[config.mk]
export PLATFORM = sky130hd
export DESIGN_NAME = addrdec_cfg_sequencer
export DESIGN_NICKNAME = d
export VERILOG_FILES = /design/src/rtl/addrdec_cfg_sequencer.sv
export SDC_FILE = /design/constraint.sdc
export NUM_CORES = 1
export LEC_CHECK = 0
export ABC_AREA = 1
export BUFFER_PORTS_ARGS = -buffer_cell sky130_fd_sc_hd__buf_2
export CORE_AREA = 2 2 119 109
export DETAILED_ROUTE_END_ITERATION = 10
export DIE_AREA = 0 0 121 111
export HOLD_SLACK_MARGIN = 0.03
export PLACE_DENSITY = 0.82
export RECOVER_POWER = 50
export REMOVE_ABC_BUFFERS = 1
export SLEW_MARGIN = 20
export SYNTH_ARGS = -nofsm -noshare
export SYNTH_HDL_FRONTEND = slang
export SYNTH_SLANG_ARGS = --single-unit
[constraint.sdc]
create_clock -name clk -period 9.8 [get_ports clk]
set_input_delay 0.49 -clock clk [delete_from_list [all_inputs] [get_ports clk]]
set_output_delay 0.49 -clock clk [all_outputs]
set_load 0.005 [all_outputs]
[src/rtl/addrdec_cfg_sequencer.sv]
// addrdec_cfg_sequencer: serialises whole-window updates into the byte-wide
// configuration port of the Dock I/O address decoder. A load disables the
// window, rewrites base/mask/slot, then re-enables it with the new op byte.
// A clear-all zeroes the op byte of every window. Writes are held off while
// the synchronised Host /IORQ shows a bus cycle in progress.
module addrdec_cfg_sequencer #(
  parameter int ADDR_W    = 32,
  parameter int NUM_WIN   = 16,
  parameter int NUM_SLOTS = 5
) (
  input  logic              clk,
  input  logic              rst_n,
  input  logic              req_valid,
  output logic              req_ready,
  input  logic              req_cmd,
  input  logic [3:0]        req_win,
  input  logic [ADDR_W-1:0] req_base,
  input  logic [ADDR_W-1:0] req_mask,
  input  logic [2:0]        req_slot,
  input  logic [7:0]        req_op,
  input  logic              iorq_n,
  output logic              cfg_we,
  output logic [7:0]        cfg_addr,
  output logic [7:0]        cfg_wdata,
  output logic              busy,
  output logic              done,
  output logic              err
);

  localparam int AB = ADDR_W / 8;
  localparam int S  = 2 * AB + 2;

  localparam logic [7:0] STRIDE8  = 8'(S);
  localparam logic [7:0] AB8      = 8'(AB);
  localparam logic [3:0] AB_LAST  = 4'(AB - 1);
  localparam logic [3:0] WIN_LAST = 4'(NUM_WIN - 1);
  localparam logic [4:0] NWIN5    = 5'(NUM_WIN);
  localparam logic [3:0] NSLOT4   = 4'(NUM_SLOTS);

  // state names the byte currently presented on the cfg port; cfg_we tells
  // whether that byte is actually being written this cycle
  typedef enum logic [2:0] {
    IDLE, DIS, BASE, MASK, SLOT, EN, CLR, FIN
  } state_t;

  state_t            state, nstate;
  logic [3:0]        idx, nidx;

  logic [3:0]        r_win;
  logic [ADDR_W-1:0] r_base, r_mask;
  logic [2:0]        r_slot;
  logic [7:0]        r_op;

  logic              sync1, sync2;
  logic              bus_idle;

  logic              req_bad;
  logic              accept;

  logic [3:0]        f_win;
  logic [ADDR_W-1:0] f_base, f_mask;
  logic [2:0]        f_slot;
  logic [7:0]        f_op;

  logic [7:0]        wbase;
  logic [7:0]        base_byte, mask_byte;
  logic [7:0]        n_addr, n_data;
  logic              n_write;

  assign bus_idle  = sync2;
  assign req_ready = (state == IDLE);
  assign busy      = (state != IDLE);
  assign req_bad   = !req_cmd &&
                     (({1'b0, req_win} >= NWIN5) || ({1'b0, req_slot} >= NSLOT4));
  assign accept    = req_ready && req_valid;

  // next byte position: advance only once the presented byte was written
  always_comb begin
    nstate = state;
    nidx   = idx;
    f_win  = r_win;
    f_base = r_base;
    f_mask = r_mask;
    f_slot = r_slot;
    f_op   = r_op;
    if (state == IDLE) begin
      // first byte goes out on the acceptance edge, so use the live request
      f_win  = req_win;
      f_base = req_base;
      f_mask = req_mask;
      f_slot = req_slot;
      f_op   = req_op;
      if (req_valid && !req_bad) begin
        nstate = req_cmd ? CLR : DIS;
        nidx   = 4'd0;
      end
    end else if (state == FIN) begin
      nstate = IDLE;
    end else if (cfg_we) begin
      case (state)
        DIS:  begin nstate = BASE; nidx = 4'd0; end
        BASE: if (idx == AB_LAST) begin nstate = MASK; nidx = 4'd0; end
              else nidx = idx + 4'd1;
        MASK: if (idx == AB_LAST) begin nstate = SLOT; nidx = 4'd0; end
              else nidx = idx + 4'd1;
        SLOT: nstate = EN;
        EN:   nstate = FIN;
        CLR:  if (idx == WIN_LAST) nstate = FIN;
              else nidx = idx + 4'd1;
        default: nstate = IDLE;
      endcase
    end
  end

  // pick the base/mask byte addressed by the byte counter
  always_comb begin
    base_byte = 8'h00;
    mask_byte = 8'h00;
    for (int i = 0; i < AB; i++) begin
      if (nidx == i[3:0]) begin
        base_byte = f_base[8*i +: 8];
        mask_byte = f_mask[8*i +: 8];
      end
    end
  end

  // config map: window w occupies bytes w*S .. w*S+S-1
  always_comb begin
    wbase   = {4'b0, f_win} * STRIDE8;
    n_addr  = 8'h00;
    n_data  = 8'h00;
    n_write = 1'b1;
    case (nstate)
      DIS:  begin n_addr = wbase + STRIDE8 - 8'd1;       n_data = 8'h00;          end
      BASE: begin n_addr = wbase + {4'b0, nidx};         n_data = base_byte;      end
      MASK: begin n_addr = wbase + AB8 + {4'b0, nidx};   n_data = mask_byte;      end
      SLOT: begin n_addr = wbase + STRIDE8 - 8'd2;       n_data = {5'b0, f_slot}; end
      EN:   begin n_addr = wbase + STRIDE8 - 8'd1;       n_data = f_op;           end
      CLR:  begin n_addr = ({4'b0, nidx} * STRIDE8) + STRIDE8 - 8'd1;
                  n_data = 8'h00; end
      default: n_write = 1'b0;
    endcase
  end

  // Host /IORQ synchroniser; reset to idle-bus
  always_ff @(posedge clk or negedge rst_n) begin
    if (!rst_n) begin
      sync1 <= 1'b1;
      sync2 <= 1'b1;
    end else begin
      sync1 <= iorq_n;
      sync2 <= sync1;
    end
  end

  // sequencer state, request capture and registered cfg port
  always_ff @(posedge clk or negedge rst_n) begin
    if (!rst_n) begin
      state     <= IDLE;
      idx       <= 4'd0;
      r_win     <= 4'd0;
      r_base    <= '0;
      r_mask    <= '0;
      r_slot    <= 3'd0;
      r_op      <= 8'h00;
      cfg_we    <= 1'b0;
      cfg_addr  <= 8'h00;
      cfg_wdata <= 8'h00;
      done      <= 1'b0;
      err       <= 1'b0;
    end else begin
      state <= nstate;
      idx   <= nidx;
      done  <= (nstate == FIN);
      err   <= accept && req_bad;
      if (accept && !req_bad) begin
        r_win  <= req_win;
        r_base <= req_base;
        r_mask <= req_mask;
        r_slot <= req_slot;
        r_op   <= req_op;
      end
      if (n_write) begin
        // a busy host bus pauses the write; address/data stay put
        cfg_we    <= bus_idle;
        cfg_addr  <= n_addr;
        cfg_wdata <= n_data;
      end else begin
        cfg_we <= 1'b0;
      end
    end
  end

endmodule

==> flow_summary.yaml, run 1 <==
yosys:
  ys_warn_count: 0
  yosysMostFrequentCell: "nand2_1"
  syn_avg_cell_area_um2: 6.83
  seq_area_frac_synth_pct: 37.4
  ys_async_sr_fraction_pct: 100
  yosys-top-cells-area: "dfrtp_1 37%, nand2_1 15%, o21ai_0 9.4%"
  yosysTopAreaCell: "dfrtp_1"
  synth-seq-cells: 107
  syn_area_um2: 7170
  syn_inst: 1049
  synth_edf_count: 0
  synthTopCellsByCount: "288 x nand2_1, 177 x inv_1, 134 x o21ai_0"
  synth_top_area_share_pct: 36.7
  synth_cell_type_count: 39
  synth_ff_type: "dfrtp_1"
drt:
  wl_per_cell_um: 13.5
  ant_nets: 0
  vias: 6692
  drt_iter0_markers: 571
  vias_per_cell: 5.21
  routed_wl_mm: 17.4
  first_pass_iters: 6
  route.detailed.drc: 0
layout:
  nNetsFinal: 1224
  regArea_um2: 2680
  antenna_cells: 0
  drive_above_1_share_pct: 13.4
  fillers: 1175
  fin_cells: 1285
  multi_input_area_um2: 3560
  area_delta_synth_final_pct: 10.8
clock_network:
  htreeDepth: 3
  cts.sinks: 107
  cts.repair.resized: 0
  cts_hold_buf: 0
  cts_tree: "built"
  clk_latency_ns: 0.36
  root_buffer: "clkbuf_16"
  cts_buffer_depth: 2
  postCtsSetupRepairBufs: 0
  clk_pin_slew_ns: 0.07
  cts_buffers: 9
outcome:
  violations: "capacitance limit, slew limit"
  outcome: "complete, but fails checks"
floorplan:
  die_w_um: 121
  start_util_pct: 58.1
  die_area_um2: 13400
  row_count: 39
  dieHeight_um: 111
  ios: 105
  core_um2: 12300
power:
  power.internal_mw: 1.43
  ir_drop_uv: 196
  clockPowerShare_pct: 11.8
  power_density_nw_per_um2: 373
  p_leak_nw: 4.36
  power_switching_share_pct: 51.7
  p_switching_mw: 1.53
  seqPwrFrac_pct: 25.1
  power_frac_comb_pct: 63.1
grt:
  overflow: 0
  grt_pass1_vias: 6205
  antenna_found_initial: 0
  grt_max_degree: 129
  grtUsageTotal_pct: 27.2
  grt_pass1_wl_mm: 29.2
worst_setup_path:
  crit_type: "in -> async"
  setup.worst_path.end_class: "async pin"
  cp.required_ns: 9.62
  path_max_fanout: 56
  critPathBufInv: 2
  crit_arrival_ns: 4.73
  crit_family: "buffers and inverters"
  reg2reg_slack_ns: 5.73
  max_stage_delay_ns: 2.23
  path_cells: "clkbuf_1 -> clkbuf_1"
  worstSetupStartpointType: "input port"
  slowest_stage: "clkbuf_1"
  path_common_cell: "clkbuf_1"
timing:
  slew_headroom_pct: -98.8
  rsz0062_at_grt: "false"
  period_share_pct: 50.1
  period_needed_ns: 4.91
  setup_violations: 0
  fmax_mhz: 204
  slew_viol_final: 110
  setup_slack_ns: 4.89
  hold_viol: 0
  tightest_slew_ns: 2.98
  finalSetupTns_ns: 0
  fin_hold_ws_ns: 0.230
  fin_skew_ns: 0.00910
placed_design:
  place_hpwl_mm: 12.3
  pre_cts_slack_ns: 5.78
  place_congestion: 0.937
  portBuffers: 104
  dp_cells: 1270
min_path:
  hp-class: "in -> reg"
run:
  cap_viol_max_count: 2
==> power by group through the flow <==
stage	logic [mW]	clock network, mW	registers, mW
after floorplan	1.38	0	0.727
after global placement	1.80	0	0.741
after detailed placement	1.84	0	0.746
after CTS	1.85	0.357	0.740
after global routing	2.13	0.377	0.764
final	1.87	0.350	0.742
==> per-layer routing <==
metal / part of all wire (%) / GRT usage [%]
met3: 6.5 / 5.09
met4: 1.5 / 6.98
met5: 0 / 0
met2: 46 / 43.3
met1: 46 / 38.3
==> area by class of cell <==
type	count	area share, %
clock inverter	4	0.425
sequential	107	33.8
inverter	183	8.65
multi-input combinational	709	44.8
timing repair buffer	107	6.74
tap	164	2.58
clock buffer	11	3.06
==> sequential cells by signal, indices dropped and copies added (netlist names), 3 cells and up <==
signal	flops
r_base	32
r_mask	32
cfg_addr	8
cfg_wdata	8
r_op	8
idx	4
r_win	4
r_slot	3
state	3
==> stage by stage <==
| step | total power [mW] | utilization (%) | instance area [um^2] |
|---|---|---|---|
| after floorplan | 2.11 | - | 6920 |
| after global placement | 2.54 | 62.2 | 7670 |
| after detailed placement | 2.59 | 62.2 | 7670 |
| after CTS | 2.95 | 64.4 | 7950 |
| after global routing | 3.27 | 64.3 | 7940 |
| final | 2.96 | 64.3 | 7940 |
==> worst paths after layout <==
path | start | end | depth (start not counted)
min | iorq_n | sync1 | 1
max reg2reg | state[1] | cfg_addr[7] | 18
max in group clk | state[1] | cfg_addr[7] | 18
min reg2reg | sync1 | bus_idle | 0
max | rst_n | r_mask[20] | 2
min in group asynchronous | rst_n | r_mask[29] | 1
==> placed cells by master (no fill, tap or decap), types with 6 or more instances in the layout <==
cell | netlist | final
a21oi_1 | 43 | 43
nand2_1 | 288 | 288
clkbuf_16 | 0 | 9
clkbuf_1 | 26 | 7
o21ai_1 | 6 | 6
o21ai_0 | 134 | 134
o211ai_1 | 23 | 23
nor2_1 | 65 | 65
inv_2 | 6 | 6
nand3_1 | 50 | 50
ha_1 | 19 | 19
xor2_1 | 7 | 7
inv_1 | 177 | 177
buf_2 | 13 | 98
dfrtp_1 | 105 | 105
nand4_1 | 20 | 20
nand2_2 | 8 | 7
nor2_4 | 6 | 6
==> kinds of logic (layout without fill, tap and decap cells) <==
group	after synthesis	count (layout)	synth area share, %
simple gates	455	455	27.2
buf+inv	233	305	13.1
compound gates	224	224	17.1
flops	107	107	37.4
fa+ha+maj	23	23	4.43
xor+xnor	7	7	0.855
No activity file was read; power rests on OpenSTA's default activity.
==> run 2, diff against run 1 <==
CORE_AREA = 2 2 126 116   (was 2 2 119 109)
DIE_AREA = 0 0 128 118   (was 0 0 121 111)
PLACE_DENSITY = 0.77   (was 0.82)
clock period = 4.1 ns   (was 9.8 ns; I/O delays follow)
==> run 2 against run 1 <==
Net effect:
- the run still ends with capacitance limit, slew limit left
- die area is 12% higher
- wire length is 5.0% higher
- clock skew is 0.0060 ns higher
- critical path depth is 16 higher
- via count is 1.7% higher
- first-iteration DRC count is 13% higher
==> flow_summary.yaml, run 2 (synthesis gave the netlist of run 1 again) <==
outcome:
  outcome: "complete, but fails checks"
  violations: "capacitance limit, slew limit"
drt:
  routed_wl_mm: 18.3
  first_pass_iters: 5
  ant_nets: 0
  wl_per_cell_um: 14.0
  drt_iter0_markers: 647
  route.detailed.drc: 0
  vias_per_cell: 5.22
  vias: 6807
placed_design:
  portBuffers: 104
  place_hpwl_mm: 12.9
  pre_cts_slack_ns: 0.694
  dp_cells: 1286
  place_congestion: 0.908
  postPlaceCellArea_um2: 7740
grt:
  grt.busiest_layer: "met2"
  grtUsageTotal_pct: 25.1
  antenna_found_initial: 0
  grt_pass1_vias: 6180
  gr-usage-met3_pct: 5.68
  grt_max_degree: 101
  grt_use_met1_pct: 34.6
  overflow: 0
  met2_usage_pct: 39.5
  grt_pass1_wl_mm: 30.1
layout:
  nNetsFinal: 1234
  fillers: 1349
  fin_area_um2: 8040
  area_delta_synth_final_pct: 12.2
  utilization_pct: 58.5
  top_regs: "r_base: 32 flops, r_mask: 32 flops"
  final_cell_mix: "288 x nand2_1, 177 x inv_1, 134 x o21ai_0"
  drive_above_1_share_pct: 14.2
  antenna_cells: 0
  final_common_cell: "nand2_1"
  fin_cells: 1304
worst_setup_path:
  r2r_end: "cfg_addr[7]"
  path_cells: "nor2_4 -> nand2_4 -> nor2_4 -> nand2_4 -> nand2_1 -> a21oi_2 -> ha_1 -> ha_1 -> inv_1 -> fa_1 -> nor2_1 -> nand4_1 -> nand2_1 -> nor2_1 -> nor2_1 -> nand3_1 -> nand2_1 -> inv_1"
  setup.worst_path.end_class: "flip-flop"
  max_stage_delay_ns: 0.54
  worstReg2RegStart: "state[1]"
  cp.required_ns: 4.36
  path_max_fanout: 29
  worstSetupStartpointType: "flip-flop"
  startpoint: "state[1]"
  crit_arrival_ns: 3.71
  reg2reg_slack_ns: 0.65
  crit_type: "reg -> reg"
  slowest_stage: "dfrtp_1"
  ff2ff_path_depth: 18
floorplan:
  row_count: 41
  core_um2: 13700
  ios: 105
  dieHeight_um: 118
  start_util_pct: 52.1
  die_w_um: 128
  die_area_um2: 15100
clock_network:
  clk_pin_slew_ns: 0.09
  root_buffer: "clkbuf_16"
  cts.sinks: 107
  cts_buffer_depth: 2
  postCtsSetupRepairBufs: 0
  cts_buffers: 9
  cts_hold_buf: 2
  clk_latency_ns: 0.37
  cts.repair.resized: 0
  cts_tree: "built"
  htreeDepth: 3
timing:
  slew_headroom_pct: -100
  hold_viol: 0
  fin_skew_ns: 0.0151
  period_needed_ns: 3.45
  period_share_pct: 84.2
  setup_slack_ns: 0.647
  setup_violations: 0
  fin_hold_ws_ns: 0.0856
  tightest_slew_ns: 3.00
  slew_viol_final: 54
  fmax_mhz: 290
  rsz0062_at_grt: "false"
  finalSetupTns_ns: 0
min_path:
  worstHoldPathCells: 3
  hold_path_end: "r_mask[8]"
  hp-class: "in -> reg"
  min_from: "req_mask[8]"
run:
  cap_viol_max_count: 1
power:
  power_density_nw_per_um2: 891
  ir_drop_uv: 391
  total_power_mw: 7.17
  p_leak_nw: 4.42
-- run 2: changes by cell type in the layout (fill, tap and decap cells not counted) --
cell | previous run | this run
buf_1 | 1 | 0
dlygate4sd3_1 | 0 | 2
buf_6 | 1 | 0
clkbuf_1 | 7 | 6
inv_6 | 3 | 4
clkinvlp_4 | 1 | 0
clkinv_2 | 0 | 1
buf_4 | 1 | 11
inv_8 | 0 | 1
-- run 2: routing by layer --
metal	routed length (um)	up-vias
met5	0	-
li1	-	3467
met3	1230	27
met2	8200	232
met4	378	0
met1	8450	3081
-- run 2: power by group --
part,internal [mW],total (mW),switching (mW)
sequential,1.53,1.77,0.241
combinational,1.49,4.52,3.03
clock,0.442,0.882,0.440
-- run 2: how the worst max path moves through the flow --
| stage | endpoint | cells after the start |
|---|---|---|
| 3_5_place_dp | cfg_addr[7] | 18 |
| 6_report | cfg_addr[7] | 18 |
| 5_1_grt | r_mask[14] | 2 |
| 3_3_place_gp | cfg_addr[7] | 18 |
| 2_1_floorplan | cfg_addr[7] | 18 |
| 4_1_cts | cfg_addr[7] | 18 |
-- run 2: critical path, delay by kind of cell, from the launching register on --
family / cells / cell delay (ns)
compound gates: 1 / 0.32
buf+inv: 2 / 0.11
fa+ha+maj: 3 / 0.99
flops: 1 / 0.54
simple gates: 12 / 1.39
-- run 2: layout make-up --
type / instances / area [um^2] / area share, %
multi-input combinational: 709 / 3560 / 44.2
sequential: 107 / 2680 / 33.3
inverter: 183 / 687 / 8.54
timing repair buffer: 117 / 616 / 7.65
clock buffer: 10 / 239 / 2.97
tap: 172 / 215 / 2.68
clock inverter: 6 / 51.3 / 0.638
==> run 3, diff against run 2 <==
ABC_AREA = 0   (was 1)
CORE_AREA = 2 2 117 107   (was 2 2 126 116)
DIE_AREA = 0 0 119 109   (was 0 0 128 118)
PLACE_DENSITY = 0.8   (was 0.77)
clock period = 3.5 ns   (was 4.1 ns; I/O delays follow)
==> run 3 against run 2 <==
Net effect:
- the flow finishes with violations (setup timing)
- first-iteration DRC count fell by 33%
- power rose by 4.7%
- worst hold slack got worse by 0.029 ns
- sequential power rose by 11%
- final cell count fell by 29%
- largest cell class unchanged
- register-to-register slack got worse by 0.69 ns
- final area fell by 0.48%
- sequential cell count did not move
- utilization rose by 9.1 points
- setup slack got worse by 0.69 ns
- via count fell by 18%
==> flow_summary.yaml, run 3 <==
timing:
  rsz0062_at_grt: "true"
  setup_violations: 1
  period_share_pct: 101
  tightest_slew_ns: 1.39
  slew_viol_final: 0
  hold_viol: 0
  fin_skew_ns: 0.00712
  finalSetupTns_ns: -0.0410
  setup_slack_ns: -0.0410
  period_needed_ns: 3.54
  slew_headroom_pct: 7.52
  fmax_mhz: 282
yosys:
  seq_area_frac_synth_pct: 40.2
  syn_inst: 624
  yosysMostFrequentCell: "dfrtp_1"
  ys_async_sr_fraction_pct: 100
  syn_avg_cell_area_um2: 10.7
  ys_warn_count: 0
  synth_cell_type_count: 84
  yosysTopAreaCell: "dfrtp_1"
  synth_top_area_share_pct: 39.4
  yosys-top-cells-area: "dfrtp_1 39%, mux2_2 13%, nand2_1 4.7%"
  syn_area_um2: 6670
  synth_edf_count: 0
  synth-seq-cells: 107
  synthTopCellsByCount: "105 x dfrtp_1, 83 x nand2_1, 79 x mux2_2"
  synth_ff_type: "dfrtp_1"
clock_network:
  cts_buffers: 9
  htreeDepth: 3
  clk_latency_ns: 0.36
  cts_tree: "built"
  cts.sinks: 107
  clk_pin_slew_ns: 0.07
  cts_buffer_depth: 2
  root_buffer: "clkbuf_16"
worst_setup_path:
  worstReg2RegStart: "state[2]"
  crit_type: "reg -> reg"
  path_max_fanout: 6
  r2r_end: "cfg_addr[6]"
  ff2ff_path_depth: 15
  cp.required_ns: 3.74
  reg2reg_slack_ns: -0.04
  setup.worst_path.end_class: "flip-flop"
  startpoint: "state[2]"
  crit_arrival_ns: 3.79
  crit_path_end: "cfg_addr[6]"
  worstSetupStartpointType: "flip-flop"
floorplan:
  die_w_um: 119
  core_um2: 11800
  start_util_pct: 56.4
  dieHeight_um: 109
  die_area_um2: 13000
  ios: 105
  row_count: 38
drt:
  wl_per_cell_um: 19.7
  vias: 5563
  ant_nets: 0
  route.detailed.drc: 0
  first_pass_iters: 5
  vias_per_cell: 6.03
  drt_iter0_markers: 436
  routed_wl_mm: 18.2
power:
  total_power_mw: 7.50
  ir_drop_uv: 487
  p_leak_nw: 3.95
  power_density_nw_per_um2: 937
layout:
  fin_area_um2: 8010
  final_cell_mix: "105 x dfrtp_1, 93 x buf_2, 82 x nand2_1"
  top_regs: "r_base: 32 flops, r_mask: 32 flops"
  area_delta_synth_final_pct: 19.9
  nNetsFinal: 864
  drive_above_1_share_pct: 38.8
  antenna_cells: 0
  fin_cells: 922
  final_common_cell: "dfrtp_1"
outcome:
  outcome: "complete, but fails checks"
  violations: "setup timing"
placed_design:
  postPlaceCellArea_um2: 7560
  dp_cells: 899
  place_hpwl_mm: 13.2
  portBuffers: 104
  place_congestion: 0.937
min_path:
  hp-class: "in -> reg"
run:
  cap_viol_max_count: 0
grt:
  grtUsageTotal_pct: 28.9
  overflow: 0
  grt_pass1_vias: 5826
  grt_pass1_wl_mm: 29.0
  grt_max_degree: 56
  antenna_found_initial: 0
==> run 3: critical path: stages (launching register included) <==
cell	delay [ns]
dfrtp_1	0.38
buf_4	0.17
nand4b_1	0.19
o2111ai_4	0.19
buf_4	0.18
a32oi_2	0.25
inv_1	0.11
ha_1	0.34
ha_4	0.18
inv_2	0.05
fa_1	0.44
nand3b_1	0.22
xnor2_2	0.16
xnor2_1	0.12
a22o_1	0.20
a221o_1	0.25
==> run 3: per-layer routing <==
metal	vias to the layer above	wire length (um)	GRT usage, %
met2	222	8770	47.7
met5	-	0	0
li1	2561	-	-
met3	37	1330	8.37
met1	2743	7570	36.3
met4	0	506	11.4
==> run 3: how the worst min path moves through the flow <==
stage	start	endpoint	slack (ns)	cells after the start
finish	req_op[0]	r_op[0]	0.06	2
global route	req_mask[15]	r_mask[15]	0.05	2
global placement	rst_n	r_win[3]	0.26	1
floorplan	rst_n	cfg_addr[0]	-0.12	0
detailed placement	rst_n	r_win[3]	0.27	1
CTS	req_op[0]	r_op[0]	0.05	2
==> run 3: cells by family (layout without fill, tap and decap cells) <==
group,Yosys count,in the layout,synth area share (%)
AND/OR/NAND/NOR,177,177,12.9
multiplexers,118,118,20.7
AO/OA/AOI/OAI,116,116,14.4
flip-flops,107,107,40.2
buffers and inverters,67,205,5.02
adder cells (fa/ha/maj),23,23,4.76
XOR/XNOR,16,16,2.10
==> run 3: repair_timing <==
item / in CTS / in global routing
pin swaps: 2 / 10
setup endpoints to repair: 2 / 4
setup buffers: 3 / 2
hold endpoints to repair: 52 / 0
hold buffers: 2 / 0
resized for setup: 3 / 20
==> run 3: per-stage QoR <==
step | util (%) | worst slack (ns) | hold slack (ns)
2_1_floorplan | - | -2.53 | -0.121
3_3_place_gp | 63.9 | 0.0615 | 0.258
3_5_place_dp | 63.9 | -0.0527 | 0.269
4_1_cts | 67.0 | 0.0132 | 0.0462
5_1_grt | 67.6 | -0.160 | 0.0488
6_report | 67.6 | -0.0410 | 0.0566
==> run 3: area by class of cell <==
| class | instances | area [um^2] |
|---|---|---|
| clock buffer | 9 | 225 |
| clock inverter | 7 | 86.3 |
| fill | 911 | 3830 |
| inverter | 28 | 113 |
| multi-input combinational | 450 | 3750 |
| sequential | 107 | 2680 |
| tap | 160 | 200 |
| timing repair buffer | 161 | 946 |
==> run 3: report_power, final <==
| group | internal [mW] | total (mW) | switching, mW |
|---|---|---|---|
| clock | 0.568 | 1.07 | 0.501 |
| sequential | 1.69 | 1.96 | 0.271 |
| combinational | 2.07 | 4.48 | 2.40 |
| total | 4.33 | 7.50 | 3.17 |
